$ cat src/rtl/bram_seq_pkg.sv
// rtl/bram_seq_pkg.sv - shared types and constants for the backup-RAM sequencer
// Contents: bk_state_t (sequencer FSM states), SECTOR_BYTES (bytes per sd sector).
package bram_seq_pkg;

  typedef enum logic [1:0] {
    IDLE = 2'd0,
    REQ  = 2'd1,
    XFER = 2'd2
  } bk_state_t;

  localparam int SECTOR_BYTES = 512;

endpackage

$ cat src/rtl/bram_sd_seq.sv
// rtl/bram_sd_seq.sv - backup-RAM save/load sector sequencer over the hps_io sd handshake
// Ports:
//   clk_sys, reset (sync, active-high, power-on only)
//   downloading, img_mounted, img_readonly, img_size : ROM download / image mount status
//   osd_status, autosave_en, load_req, save_req       : OSD controls
//   bram_change                                       : game wrote BRAM
//   sd_ack / sd_lba, sd_rd, sd_wr                     : hps_io sector handshake
//   bk_ena, bk_loading, busy, sav_pending, done       : status outputs (all registered)
module bram_sd_seq
  import bram_seq_pkg::*;
#(
  parameter int SECTORS = 128,
  parameter int LBA_W   = 32
) (
  input  logic             clk_sys,
  input  logic             reset,
  input  logic             downloading,
  input  logic             img_mounted,
  input  logic             img_readonly,
  input  logic [63:0]      img_size,
  input  logic             osd_status,
  input  logic             autosave_en,
  input  logic             load_req,
  input  logic             save_req,
  input  logic             bram_change,
  input  logic             sd_ack,
  output logic [LBA_W-1:0] sd_lba,
  output logic             sd_rd,
  output logic             sd_wr,
  output logic             bk_ena,
  output logic             bk_loading,
  output logic             busy,
  output logic             sav_pending,
  output logic             done
);

  localparam int CW = $clog2(SECTORS);
  localparam logic [CW-1:0] LAST_SECTOR = CW'(SECTORS - 1);

  bk_state_t     state_q, state_d;
  logic [CW-1:0] lba_q, lba_d;
  logic          sd_rd_q, sd_rd_d;
  logic          sd_wr_q, sd_wr_d;
  logic          bk_ena_q, bk_ena_d;
  logic          bk_loading_q, bk_loading_d;
  logic          busy_q, busy_d;
  logic          sav_pending_q, sav_pending_d;
  logic          done_q, done_d;

  // Edge-detector history
  logic          dl_q, dl_d;
  logic          load_q, load_d;
  logic          save_q, save_d;
  logic          auto_q, auto_d;
  logic          ack_q, ack_d;

  logic          auto_term;
  logic          trig_autoload, trig_load, trig_save;
  logic          ack_rise, ack_fall;
  logic          accept, is_load;

  always_comb begin
    state_d       = state_q;
    lba_d         = lba_q;
    sd_rd_d       = sd_rd_q;
    sd_wr_d       = sd_wr_q;
    bk_ena_d      = bk_ena_q;
    bk_loading_d  = bk_loading_q;
    sav_pending_d = sav_pending_q;
    done_d        = 1'b0;
    accept        = 1'b0;
    is_load       = 1'b0;

    auto_term = sav_pending_q & osd_status & autosave_en;

    dl_d   = downloading;
    load_d = load_req;
    save_d = save_req;
    auto_d = auto_term;
    ack_d  = sd_ack;

    ack_rise = sd_ack & ~ack_q;
    ack_fall = ~sd_ack & ack_q;

    trig_autoload = ~downloading & dl_q & bk_ena_q;
    trig_load     = load_req & ~load_q & bk_ena_q;
    trig_save     = ((save_req & ~save_q) | (auto_term & ~auto_q)) & bk_ena_q;

    // A new download disarms; a writable non-empty image mounted during it re-arms.
    if (downloading & ~dl_q) bk_ena_d = 1'b0;
    if (downloading & img_mounted & (img_size != 64'd0) & ~img_readonly) bk_ena_d = 1'b1;

    unique case (state_q)
      IDLE: begin
        if (trig_autoload | trig_load | trig_save) begin
          accept       = 1'b1;
          is_load      = trig_autoload | trig_load;  // load outranks save
          state_d      = REQ;
          lba_d        = '0;
          bk_loading_d = is_load;
          sd_rd_d      = is_load;
          sd_wr_d      = ~is_load;
        end
      end
      REQ: begin
        if (ack_rise) begin
          sd_rd_d = 1'b0;
          sd_wr_d = 1'b0;
          state_d = XFER;
        end
      end
      XFER: begin
        if (ack_fall) begin
          if (lba_q == LAST_SECTOR) begin
            state_d      = IDLE;
            bk_loading_d = 1'b0;
            done_d       = 1'b1;
          end else begin
            lba_d   = lba_q + 1'b1;
            sd_rd_d = bk_loading_q;
            sd_wr_d = ~bk_loading_q;
            state_d = REQ;
          end
        end
      end
      default: state_d = IDLE;
    endcase

    // Clear on accept first so a same-cycle change still leaves the LED lit.
    if (accept) sav_pending_d = 1'b0;
    if (bram_change & ~osd_status) sav_pending_d = 1'b1;

    busy_d = (state_d != IDLE);
  end

  always_ff @(posedge clk_sys) begin
    if (reset) begin
      state_q       <= IDLE;
      lba_q         <= '0;
      sd_rd_q       <= 1'b0;
      sd_wr_q       <= 1'b0;
      bk_ena_q      <= 1'b0;
      bk_loading_q  <= 1'b0;
      busy_q        <= 1'b0;
      sav_pending_q <= 1'b0;
      done_q        <= 1'b0;
      dl_q          <= 1'b0;
      load_q        <= 1'b0;
      save_q        <= 1'b0;
      auto_q        <= 1'b0;
      ack_q         <= 1'b0;
    end else begin
      state_q       <= state_d;
      lba_q         <= lba_d;
      sd_rd_q       <= sd_rd_d;
      sd_wr_q       <= sd_wr_d;
      bk_ena_q      <= bk_ena_d;
      bk_loading_q  <= bk_loading_d;
      busy_q        <= busy_d;
      sav_pending_q <= sav_pending_d;
      done_q        <= done_d;
      dl_q          <= dl_d;
      load_q        <= load_d;
      save_q        <= save_d;
      auto_q        <= auto_d;
      ack_q         <= ack_d;
    end
  end

  assign sd_lba      = LBA_W'(lba_q);
  assign sd_rd       = sd_rd_q;
  assign sd_wr       = sd_wr_q;
  assign bk_ena      = bk_ena_q;
  assign bk_loading  = bk_loading_q;
  assign busy        = busy_q;
  assign sav_pending = sav_pending_q;
  assign done        = done_q;

endmodule

$ cat config.mk
export PLATFORM = sky130hd
export DESIGN_NAME = bram_sd_seq
export DESIGN_NICKNAME = d
export VERILOG_FILES = /design/src/rtl/bram_seq_pkg.sv /design/src/rtl/bram_sd_seq.sv
export SDC_FILE = /design/constraint.sdc
export NUM_CORES = 1
export LEC_CHECK = 0
export CAP_MARGIN = 5
export CORE_ASPECT_RATIO = 0.7
export CORE_MARGIN = 2
export CORE_UTILIZATION = 62
export CTS_CLUSTER_SIZE = 40
export DETAILED_ROUTE_END_ITERATION = 8
export DONT_BUFFER_PORTS = 1
export PLACE_DENSITY_LB_ADDON = 0.3
export SETUP_SLACK_MARGIN = 0.02
export SYNTH_ARGS = -nofsm -noshare
export SYNTH_HDL_FRONTEND = slang
export SYNTH_SLANG_ARGS = --single-unit
$ cat constraint.sdc
create_clock -name clk_sys -period 2.3 [get_ports clk_sys]
set_input_delay 0.23 -clock clk_sys [delete_from_list [all_inputs] [get_ports clk_sys]]
set_output_delay 0.23 -clock clk_sys [all_outputs]
set_load 0.005 [all_outputs]
==> results of run 1 <==
[what timing repair did]
action                                  CTS  global route
endpoints found under the setup margin    0             0
hold buffers                              1             0
hold endpoints to repair                 15             0
[registers in the layout, indices dropped and copies added, names as in the netlist]
signal and flops:
ack_q 1, auto_q 1, bk_ena 1, bk_loading 1
busy 1, dl_q 1, done 1, lba_q 7
load_q 1, sav_pending 1, save_q 1, sd_rd 1
sd_wr 1, state_q 2
[placed cells by master (no fill, tap or decap), drive strengths merged, types with 7 or more instances in the layout]
master	instances
conb	25
dfxtp	21
nor4	17
o21ai	10
nand2b	8
nor2	8
a21oi	8
nor3	8
inv	7
[stage by stage]
step / area, um^2 / util [%] / hold slack (ns) / power, mW
after CTS: 1380 / 64.2 / 0.0337 / 0.656
after floorplan: 1520 / - / 0.358 / 0.495
after global routing: 1380 / 64.2 / 0.0285 / 0.683
final: 1380 / 64.2 / 0.0433 / 0.653
after global placement: 1350 / 62.5 / 0.300 / 0.469
after detailed placement: 1350 / 62.5 / 0.302 / 0.473
[worst paths after layout]
check / cells after the start / start / to / slack, ns
setup / recovery: 7 / state_q[0] / bk_loading / 0.27
hold / removal: 1 / save_req / save_q / 0.04
setup reg to reg: 7 / state_q[0] / bk_loading / 0.27
hold reg to reg: 2 / dl_q / bk_ena / 0.53
[cell type report]
class	instances	area, um^2	area share [%]
repair buffers	1	10.0	0.723
well taps	32	40.0	2.89
multi-input cells	137	861	62.2
inverters	7	26.3	1.90
flip-flops and latches	21	420	30.4
clock buffers	4	26.3	1.90
[worst max-delay path, delay by kind of cell, from the launching register on]
family	cells	cell delay (ns)
buf+inv	1	0.10
compound gates	4	0.92
simple gates	1	0.17
fa+ha+maj	1	0.38
flops	1	0.36
[report_power, final]
part | internal, mW | total (mW) | switching (mW)
registers | 0.374 | 0.382 | 0.00767
clock network | 0.0679 | 0.181 | 0.113
logic | 0.0316 | 0.0905 | 0.0589
[per-layer routing]
metal	routed length [um]	vias to the layer above
met5	0	-
met4	45	0
met3	466	9
met2	1430	93
met1	1520	614
li1	-	589
[logic make-up (layout without fill, tap and decap cells)]
group | after synthesis | count (layout) | synth area share, %
flip-flops | 21 | 21 | 29.5
buffers and inverters | 36 | 12 | 16.5
AO/OA/AOI/OAI | 39 | 39 | 20.7
other | 1 | 25 | 0.263
multiplexers | 2 | 2 | 1.40
AND/OR/NAND/NOR | 66 | 66 | 27.3
adder cells (fa/ha/maj) | 5 | 5 | 4.39
==> flow_summary.yaml, run 1 <==
power:
  power.density_nw_per_um2: 472
  p_leak_nw: 0.525
  worst_ir_drop_vdd_uv: 373
timing:
  drv_slew: 0
  slew_headroom_pct: 62.7
  rsz0062_at_grt: "false"
  worst_clock_skew_ns: 0.00384
  hold_viol_final: 0
  finalSetupTns_ns: 0
  timing.final.crit_share_pct: 88.2
  worst_pin_slew_ns: 0.558
  clock.fmax_ghz: 0.493
  min_period_ns: 2.03
  setup_viol: 0
  fin_ws_ns: 0.271
detailed_routing:
  drt_drc_violations_left: 0
  vias: 1305
  wl_per_cell_um: 17.1
  drt_iter0_markers: 112
  ant_nets: 0
  via_per_inst: 6.46
  wl_um: 3460
  drt-pass1-iter-count: 4
finish:
  final_cells: 202
  nNetsFinal: 251
  antenna_cells: 0
  fill_cells: 191
  syn2layout_area_growth_pct: -2.98
  layout-drive-gt1-share_pct: 6.47
logic_synthesis:
  yosysWarnings: 0
  yosysMostFrequentCell: "buf_4"
  ys_top_cells_by_area: "dfxtp_1 29%, buf_4 14%, nor4_1 7.5%, ha_1 4.4%, nand2b_1 3.5%"
  async_reset_ff_share_pct: 0
  ys_types: 41
  synth_ff_type: "dfxtp_1"
  synthTopCellsByCount: "26 x buf_4, 21 x dfxtp_1, 17 x nor4_1, 9 x o21ai_0"
  syn-cell-area_um2: 1430
  yosys.area.top_type_share_pct: 29.5
  synth_edf_count: 0
  synth-seq-cells: 21
  synth.avg_cell_area_um2: 8.39
  ys_seq_area_share_pct: 29.5
  synthCells: 170
  yosysTopAreaCell: "dfxtp_1"
clock_network:
  cts_resized: 0
  cts_post_setup_buffers_inserted: 0
  cts_num_sinks: 21
  clk_pin_slew_ns: 0.11
  cts-root-buf: "clkbuf_4"
  h-tree-depth: 1
  clock_latency_ns: 0.31
  cts_tree: "yes"
  clk_path_buf_depth: 2
  numCtsBuffers: 3
place:
  port_buffers: 0
  dpl.hpwl_um: 2800
  routabilityCongestion: 0.978
  dp.cells: 197
  dp_slack_ns: 0.350
setup_path:
  path_max_fanout: 11
  cp_cell_sequence: "inv_1, ha_1, nand3b_1, o21ai_0, o211a_1, o21ai_0, a32o_1"
  slowest_stage: "ha_1"
  cpMostUsedCell: "o21ai_0"
  worstSetupPathType: "flop to flop"
  startpoint_type: "flop"
  cp_slowest_stage_delay_ns: 0.38
  end_kind: "flop"
  cp.arrival_ns: 2.24
  crit_required_ns: 2.51
floorplan:
  die_h_um: 44.1
  die_area_um2: 2710
  num_rows: 14
  coreArea_um2: 2150
  die_w_um: 61.3
  io_pins: 114
  start_util_pct: 66.2
flow_run:
  maxCapViolCount: 0
worst_hold_path:
  hold_class: "primary input to flop"
global_route:
  grt_pass1_vias: 1036
  overflow: 0
  met3_usage_pct: 8.19
  grt_pass1_wl_um: 4910
  grt_use_met2_pct: 33.2
  grtUsageTotal_pct: 24.8
  antenna_found_initial: 0
  grt_start_max_net_pins: 16
  top_usage_layer: "met1"
  gr-usage-met1_pct: 37.6
run_status:
  status: "completed"
Note: power is estimated with default switching activity, not from simulation.
==> inputs of run 2 (changes only) <==
--- a/config.mk
+++ b/config.mk
@@ -5,6 +5,7 @@
 export SDC_FILE = /design/constraint.sdc
 export NUM_CORES = 1
 export LEC_CHECK = 0
+export ABC_AREA = 0
 export CAP_MARGIN = 5
 export CORE_ASPECT_RATIO = 0.7
 export CORE_MARGIN = 2
@@ -12,6 +13,7 @@
 export CTS_CLUSTER_SIZE = 40
 export DETAILED_ROUTE_END_ITERATION = 8
 export DONT_BUFFER_PORTS = 1
+export GPL_TIMING_DRIVEN = 0
 export PLACE_DENSITY_LB_ADDON = 0.3
 export SETUP_SLACK_MARGIN = 0.02
 export SYNTH_ARGS = -nofsm -noshare
==> run 2 against run 1 <==
Net effect: non-clock buffer count rose by 28; wire length increased by 8.3%; combinational power grew 40%; critical path depth up 1; count of clock-buffer cells in the layout unchanged; final cell count is 14% higher; die area is the same; utilization up 9.2 points; total power increased by 4.2%; sequential share of layout area is 3.8 points lower.
==> flow_summary.yaml, run 2 (synthesis results as in run 1) <==
setup_path:
  worstSetupPathType: "flop to flop"
  crit_family: "compound AO/OA/AOI/OAI gates"
  cp_cell_sequence: "inv_1, ha_1, buf_2, o21ai_0, o211a_1, buf_4, o21ai_0, a32o_1"
  cpMostUsedCell: "o21ai_0"
  path_buf_inv: 3
  r2r-end: "bk_loading"
  end_kind: "flop"
  path_max_fanout: 10
  cp.depth: 8
  crit_required_ns: 2.51
  cp.arrival_ns: 2.15
  slowest_stage: "dfxtp_1"
  startpoint: "state_q[0]"
  rrSetupSlack_ns: 0.35
  r2r_start: "state_q[0]"
  cp-endpoint: "bk_loading"
  startpoint_type: "flop"
  ff2ff_path_depth: 8
  cp_slowest_stage_delay_ns: 0.41
finish:
  finish.utilization_pct: 73.5
  syn2layout_area_growth_pct: 11.0
  reg_top3: "lba_q: 7 flops, state_q: 2 flops"
  layout_commonest_cell: "buf_4"
  layout-drive-gt1-share_pct: 19.7
  largest_reg_flops: 7
  fill_cells: 184
  layout_common_cells: "26 x buf_4, 25 x conb_1, 21 x dfxtp_1"
  max_flop_register: "lba_q"
  antenna_cells: 0
  nNetsFinal: 279
power:
  worst_ir_drop_vdd_uv: 349
  p_leak_nw: 0.673
  p_total_mw: 0.681
  power.density_nw_per_um2: 430
clock_network:
  cts_num_sinks: 21
  h-tree-depth: 1
  clk_pin_slew_ns: 0.11
  cts-root-buf: "clkbuf_4"
  cts_tree: "yes"
  numCtsBuffers: 3
  cts_resized: 0
  cts_post_setup_buffers_inserted: 0
  holdBufCountCts: 0
  clock_latency_ns: 0.30
  clk_path_buf_depth: 2
detailed_routing:
  drt_iter0_markers: 115
  via_per_inst: 6.03
  drt_drc_violations_left: 0
  wl_per_cell_um: 16.3
  ant_nets: 0
  wl_um: 3740
  drt-pass1-iter-count: 4
  vias: 1387
timing:
  timing.final.crit_share_pct: 84.6
  setup_viol: 0
  drv_slew: 0
  worst_clock_skew_ns: 0.00344
  rsz0062_at_grt: "false"
  clock.fmax_ghz: 0.514
  whs_ns: 0.0541
  finalSetupTns_ns: 0
  min_period_ns: 1.95
  hold_viol_final: 0
floorplan:
  coreArea_um2: 2150
  start_util_pct: 66.2
  io_pins: 114
  die_h_um: 44.1
  die_w_um: 61.3
  num_rows: 14
  die_area_um2: 2710
flow_run:
  maxCapViolCount: 0
global_route:
  grt_pass1_vias: 1257
  grt_pass1_wl_um: 5640
  grtUsageTotal_pct: 28.2
  antenna_found_initial: 0
  overflow: 0
  grt_start_max_net_pins: 12
place:
  dpl.hpwl_um: 3190
  routabilityCongestion: 0.949
  port_buffers: 0
run_status:
  status: "completed"
worst_hold_path:
  hold_class: "primary input to flop"
run 2: changes by cell type in the layout (fill, tap and decap cells not counted):
cell	change
buf_1	+1
buf_2	+2
buf_4	+26
dlygate4sd3_1	-1
run 2: worst min-delay path by stage:
stage,to,startpoint,slack (ns),cells past startpoint
final,ack_q,sd_ack,0.05,2
after global routing,save_q,save_req,0.04,1
after CTS,save_q,save_req,0.04,1
after detailed placement,save_q,save_req,0.37,1
after global placement,save_q,save_req,0.36,1
after floorplan,load_q,load_req,0.36,1
run 2: layer usage:
metal  up-vias  global-route usage, %  wire length [um]
met5         -                      0                 0
met4         0                   7.23                31
met3         5                   10.8               458
met2        93                   42.6              1660
met1       645                   38.0              1590
li1        644                      -                 -
run 2: area by class of cell:
class | count | area (um^2) | area share [%]
multi-input cells | 137 | 861 | 54.4
flip-flops and latches | 21 | 420 | 26.6
plain buffers | 29 | 209 | 13.2
well taps | 32 | 40.0 | 2.53
clock buffers | 4 | 26.3 | 1.66
inverters | 7 | 26.3 | 1.66
run 2: worst register-to-register path, stage by stage, from the launching register on:
cell,delay [ns]
dfxtp_1,0.41
inv_1,0.09
ha_1,0.21
buf_2,0.18
o21ai_0,0.24
o211a_1,0.19
buf_4,0.15
o21ai_0,0.11
a32o_1,0.27
run 2: per-stage QoR:
step,instances,worst slack [ns],area (um^2)
finish,230,0.354,1580
global route,230,0.188,1580
CTS,230,0.362,1580
detailed placement,226,0.382,1560
global placement,226,0.471,1560
floorplan,194,0.602,1520
run 2: power breakdown:
group          total (mW)  switching (mW)  internal [mW]  leakage (nW)
logic               0.127          0.0666         0.0601         0.487
registers           0.382         0.00764          0.374         0.171
clock network       0.172           0.105         0.0677        0.0150
